## src/rtl/led_scan_controller_pkg.sv

```systemverilog
// Shared constants, scan FSM encoding and digit-blanking helper for the LED scan controller.
package led_scan_controller_pkg;

   localparam logic LED_COMMON_ANODE   = 1'b0;
   localparam logic LED_COMMON_CATHODE = 1'b1;
   localparam int   NIBBLE_W           = 4;

   typedef enum logic {
      BLANK = 1'b0,
      SHOW  = 1'b1
   } scan_state_e;

   typedef struct packed {
      scan_state_e state;
      logic        in_blank;
      logic [2:0]  idx;
   } scan_dbg_t;

   // value is zero-extended to 8 digits, so "all digits at idx and above" needs no width knowledge.
   function automatic logic digit_blank(input logic [31:0] value,
                                        input logic [2:0]  idx,
                                        input logic        blank_zero);
      logic upper_zero;
      logic invalid;
      upper_zero = 1'b1;
      invalid    = 1'b0;
      for (int i = 0; i < 8; i++) begin
         if (3'(i) == idx)
            invalid = (value[i*NIBBLE_W +: NIBBLE_W] > 4'd9);
         if ((3'(i) >= idx) && (value[i*NIBBLE_W +: NIBBLE_W] != 4'd0))
            upper_zero = 1'b0;
      end
      return invalid || (blank_zero && (idx != 3'd0) && upper_zero);
   endfunction

endpackage

```

## src/rtl/led_scan_controller_tick.sv

```systemverilog
// Prescale counter for one digit slot: flags the slot end and the anti-ghosting dead time.
module led_scan_tick #(
   parameter int PRESCALE     = 50000,
   parameter int BLANK_CYCLES = 16
) (
   input  logic clk,
   input  logic reset,
   output logic slot_end,
   output logic blank_end,
   output logic in_blank
);

   localparam int CW = $clog2(PRESCALE);

   logic [CW-1:0] cnt;

   always_ff @(posedge clk) begin
      if (reset)
         cnt <= '0;
      else if (slot_end)
         cnt <= '0;
      else
         cnt <= cnt + CW'(1);
   end

   assign slot_end  = (cnt == CW'(PRESCALE - 1));
   assign blank_end = (cnt == CW'(BLANK_CYCLES - 1));
   assign in_blank  = (cnt <  CW'(BLANK_CYCLES));

endmodule

```

## src/rtl/led_scan_controller.sv

```systemverilog
// Multiplexes one BCD-to-7-segment decoder across NUM_DIGITS digits with a double-buffered value.
module led_scan_controller
   import led_scan_controller_pkg::*;
#(
   parameter int NUM_DIGITS   = 4,
   parameter int PRESCALE     = 50000,
   parameter int BLANK_CYCLES = 16
) (
   input  logic                           clk,
   input  logic                           reset,
   input  logic                           load,
   input  logic [NIBBLE_W*NUM_DIGITS-1:0] value_in,
   input  logic                           blank_zero,
   input  logic                           led_type,
   output logic [NIBBLE_W-1:0]            bcd_out,
   output logic                           blank,
   output logic [NUM_DIGITS-1:0]          digit_en,
   output logic                           busy,
   output logic                           frame_done,
   output scan_dbg_t                      dbg
);

   localparam int         VW       = NIBBLE_W * NUM_DIGITS;
   localparam logic [2:0] LAST_IDX = 3'(NUM_DIGITS - 1);

   logic                  slot_end, blank_end, in_blank;
   scan_state_e           state, state_nxt;
   logic [2:0]            idx, idx_nxt;
   logic [VW-1:0]         active, active_nxt, pending, pending_nxt;
   logic                  busy_nxt, frame_end;
   logic [NIBBLE_W-1:0]   bcd_nxt;
   logic                  blank_nxt;
   logic [NUM_DIGITS-1:0] en_onehot, en_nxt;

   led_scan_tick #(
      .PRESCALE     (PRESCALE),
      .BLANK_CYCLES (BLANK_CYCLES)
   ) u_tick (
      .clk       (clk),
      .reset     (reset),
      .slot_end  (slot_end),
      .blank_end (blank_end),
      .in_blank  (in_blank)
   );

   // Outputs are registered from next-state values so they line up with the state they describe.
   always_comb begin
      state_nxt   = state;
      idx_nxt     = idx;
      active_nxt  = active;
      pending_nxt = pending;
      busy_nxt    = busy;
      bcd_nxt     = '0;
      frame_end   = slot_end && (idx == LAST_IDX);

      case (state)
         BLANK:   if (blank_end) state_nxt = SHOW;
         SHOW:    if (slot_end)  state_nxt = BLANK;
         default: state_nxt = BLANK;
      endcase

      if (slot_end)
         idx_nxt = frame_end ? 3'd0 : idx + 3'd1;

      if (load) begin
         pending_nxt = value_in;
         busy_nxt    = 1'b1;
      end

      // A load landing on the frame boundary goes straight to the active buffer.
      if (frame_end) begin
         if (load)
            active_nxt = value_in;
         else if (busy)
            active_nxt = pending;
         busy_nxt = 1'b0;
      end

      for (int i = 0; i < NUM_DIGITS; i++)
         if (idx_nxt == 3'(i))
            bcd_nxt = active_nxt[i*NIBBLE_W +: NIBBLE_W];

      blank_nxt = digit_blank(32'(active_nxt), idx_nxt, blank_zero);

      en_onehot = '0;
      if ((state_nxt == SHOW) && !blank_nxt)
         en_onehot = {{(NUM_DIGITS-1){1'b0}}, 1'b1} << idx_nxt;

      en_nxt = (led_type == LED_COMMON_CATHODE) ? en_onehot : ~en_onehot;
   end

   always_ff @(posedge clk) begin
      if (reset) begin
         state      <= BLANK;
         idx        <= 3'd0;
         active     <= '0;
         pending    <= '0;
         busy       <= 1'b0;
         bcd_out    <= '0;
         blank      <= 1'b1;
         digit_en   <= (led_type == LED_COMMON_CATHODE) ? '0 : '1;
         frame_done <= 1'b0;
      end else begin
         state      <= state_nxt;
         idx        <= idx_nxt;
         active     <= active_nxt;
         pending    <= pending_nxt;
         busy       <= busy_nxt;
         bcd_out    <= bcd_nxt;
         blank      <= blank_nxt;
         digit_en   <= en_nxt;
         frame_done <= frame_end;
      end
   end

   always_comb begin
      dbg.state    = state;
      dbg.in_blank = in_blank;
      dbg.idx      = idx;
   end

endmodule
```

## config.mk

```make
export PLATFORM = sky130hd
export DESIGN_NAME = led_scan_controller
export DESIGN_NICKNAME = d
export VERILOG_FILES = /design/src/rtl/led_scan_controller_pkg.sv /design/src/rtl/led_scan_controller_tick.sv /design/src/rtl/led_scan_controller.sv
export SDC_FILE = /design/constraint.sdc
export NUM_CORES = 1
export LEC_CHECK = 0
export CAP_MARGIN = 20
export CORE_MARGIN = 4
export CORE_UTILIZATION = 45
export CTS_CLUSTER_SIZE = 14
export DETAILED_ROUTE_END_ITERATION = 10
export PLACE_DENSITY_LB_ADDON = 0.2
export SYNTH_ARGS = -nofsm -noshare
export SYNTH_HDL_FRONTEND = slang
export SYNTH_SLANG_ARGS = --single-unit
export TNS_END_PERCENT = 5
```

## constraint.sdc

```tcl
create_clock -name clk -period 6.5 [get_ports clk]
set_input_delay 1.3 -clock clk [delete_from_list [all_inputs] [get_ports clk]]
set_output_delay 1.3 -clock clk [all_outputs]
set_load 0.02 [all_outputs]
```

==> metrics.yaml <==
run_status:
  status: "completed"
cts:
  cts_buffers: 9
  cts-root-buf: "clkbuf_8"
  cts_tree: "done"
  clock_sinks: 63
  cts_resized: 0
  post_cts_buffers: 0
  h-tree-depth: 3
  path_clk_slew_ns: 0.07
  cts-hold-fix-buffers: 0
  clk_latency_ns: 0.34
  clock_path_buffers: 2
finish:
  layout-drive-gt1-share_pct: 8.27
  fill_cells: 592
  diodes: 0
  layout.nets: 405
  area_growth_pct: 19.1
worst_setup_path:
  critical_path.endpoint_type: "flop"
  r2r_cells: 9
  path_cells: "clkdlybuf4s50_1 -> nor2_1 -> nor3_4 -> mux2i_1 -> a21oi_2 -> a2111oi_4 -> nor4_1 -> xnor2_1"
  r2r-start: "u_tick.cnt[0]"
  crit_slowest_cell: "clkdlybuf4s50_1"
  critPathMaxFanout: 22
  worstSetupStartpointType: "primary input"
  crit_required_ns: 6.73
  crit_start: "load"
  r2r-end: "digit_en[2]"
  worstPathArrival_ns: 4.23
  ff2ff_setup_slack_ns: 3.10
  crit_type: "primary input to flop"
  critPathMaxStageDelay_ns: 1.11
synth:
  yosysMostFrequentCell: "nor2_1"
  seq_area_frac_synth_pct: 41.0
  synth_common_cells: "74 x nor2_1, 63 x dfxtp_1, 19 x mux2i_1"
  yosysTopAreaCellShare_pct: 41.0
  synth-seq-cells: 63
  synth-edff-count: 0
  syn-num-nets: 377
  yosysWarnings: 0
  syn_inst: 354
  syn_avg_cell_area_um2: 8.69
  syn-cell-area_um2: 3080
  synth_top_cell_by_area: "dfxtp_1"
  synth.top_cells.by_area: "dfxtp_1 41%, nor2_1 9.0%, mux2i_1 6.2%"
  ys.flop_type: "dfxtp_1"
  yosysUniqueCellTypes: 55
  ys_async_sr_fraction_pct: 0
global_route:
  track_usage_pct: 18.3
  grt_pass1_wl_mm: 12.1
  grt_antenna_before_repair: 0
  grt_overflow: 0
  grt_pass1_vias: 2482
  grt_max_degree: 43
timing:
  hold_viol_final: 0
  finalSetupViolCount: 0
  post-route-period-util_pct: 61.6
  fin_ws_ns: 2.49
  skew_ns: 0.00906
  worst_pin_slew_ns: 0.970
  fin_crit_ns: 4.01
  timing.fmax_mhz: 250
  rsz0062_at_grt: "no"
  setup_tns_ns: 0
  slew_viol_final: 0
  max_slew_margin_pct: 35.1
route:
  dr.max_layer_used: "met4"
  wl_met2_mm: 3.41
  drt-initial-drc-count: 191
  drt-met1-wl_mm: 3.20
  drc_errors: 0
  post_drt_wl_per_cell_um: 15.3
  first_pass_iters: 5
  vias: 2603
  wl_met3_um: 400
  routed_wl_mm: 7.12
  drt-vias-per-instance: 5.61
  antenna_left: 0
run:
  cap_violations: 0
worst_hold_path:
  hold_end: "u_tick.cnt[0]"
  hp-start: "u_tick.cnt[0]"
  hold_depth: 1
  hp-class: "flop to flop"
floorplanning:
  die_h_um: 90.7
  fp.coreArea_um2: 6490
  initial_core_util_pct: 47.4
  die_area_um2: 8230
  num_rows: 29
  chipWidth_um: 90.7
  io_pins: 37
power_and_ir_drop:
  irDropWorstVdd_mv: 0.114
  p_per_area_nw_per_um2: 228
  p_total_uw: 835
  p_leak_uw: 0.00136
placed_design:
  post-place-ws_ns: 2.10
  io_buffers: 36
  dpl.hpwl_mm: 5.15
  place_congestion: 0.872
[worst max path at each step]
stage	slack [ns]	cells after the start	to
floorplan	3.38	8	blank
global placement	2.20	8	digit_en[2]
detailed placement	2.10	8	digit_en[2]
CTS	2.48	8	digit_en[2]
global route	2.26	8	digit_en[2]
finish	2.49	8	digit_en[2]
[registers in the layout (all words and copies together), names as in the netlist, 3 cells and up]
| register | flops |
|---|---|
| active | 16 |
| bcd_out | 4 |
| digit_en | 4 |
| idx | 3 |
| pending | 16 |
| u_tick.cnt | 16 |
[worst max-delay path, delay by kind of cell]
| family | cells | cell delay, ns |
|---|---|---|
| xor gates and xnor gates | 1 | 0.16 |
| and+or+nand+nor | 3 | 0.85 |
| buffers and inverters | 1 | 1.11 |
| AOI/OAI and AO/OA | 2 | 0.48 |
| muxes | 1 | 0.31 |
[cells in the final DEF (no fill, tap or decap), drive strengths merged, types with 10 or more instances in the layout]
| cell type | instances |
|---|---|
| nand2 | 14 |
| nor3 | 11 |
| clkdlybuf4s50 | 36 |
| xor2 | 10 |
| nor2 | 75 |
| o21ai | 16 |
| nand3 | 11 |
| dfxtp | 63 |
| a21oi | 10 |
| mux2i | 20 |
[kinds of logic after synthesis]
kind of cell / after synthesis / share of synthesized area (%)
muxes: 22 / 7.36
xor gates and xnor gates: 17 / 4.84
buffers and inverters: 31 / 4.80
AOI/OAI and AO/OA: 68 / 16.2
adders and majority gates: 2 / 0.813
and+or+nand+nor: 151 / 25.0
DFF: 63 / 41.0
[routing by layer]
metal	vias to the layer above	GRT usage, %
met2	63	30.0
met4	0	6.51
li1	1323	-
met5	-	0
met3	9	5.92
met1	1208	22.3
[power breakdown]
| group | switching, µW | total [µW] | internal, µW |
|---|---|---|---|
| logic | 28.5 | 58.2 | 29.7 |
| registers | 7.43 | 403 | 395 |
| clock network | 158 | 374 | 216 |
[through the flow]
step | util (%) | instance area (µm²) | instances | hold slack, ns
floorplan | - | 3080 | 354 | 0.430
global placement | 53.0 | 3440 | 448 | 0.445
detailed placement | 53.0 | 3440 | 448 | 0.474
CTS | 56.4 | 3660 | 464 | 0.489
global route | 56.4 | 3660 | 464 | 0.533
finish | 56.4 | 3660 | 464 | 0.480
[cell type report]
class | count | area, µm² | area share, %
inverter | 9 | 33.8 | 0.922
timing repair buffer | 39 | 383 | 10.4
clock buffer | 9 | 124 | 3.38
sequential | 63 | 1260 | 34.4
multi-input combinational | 260 | 1670 | 45.5
tap | 77 | 96.3 | 2.63
clock inverter | 7 | 97.6 | 2.66
Note: power is estimated with default switching activity, not from simulation.
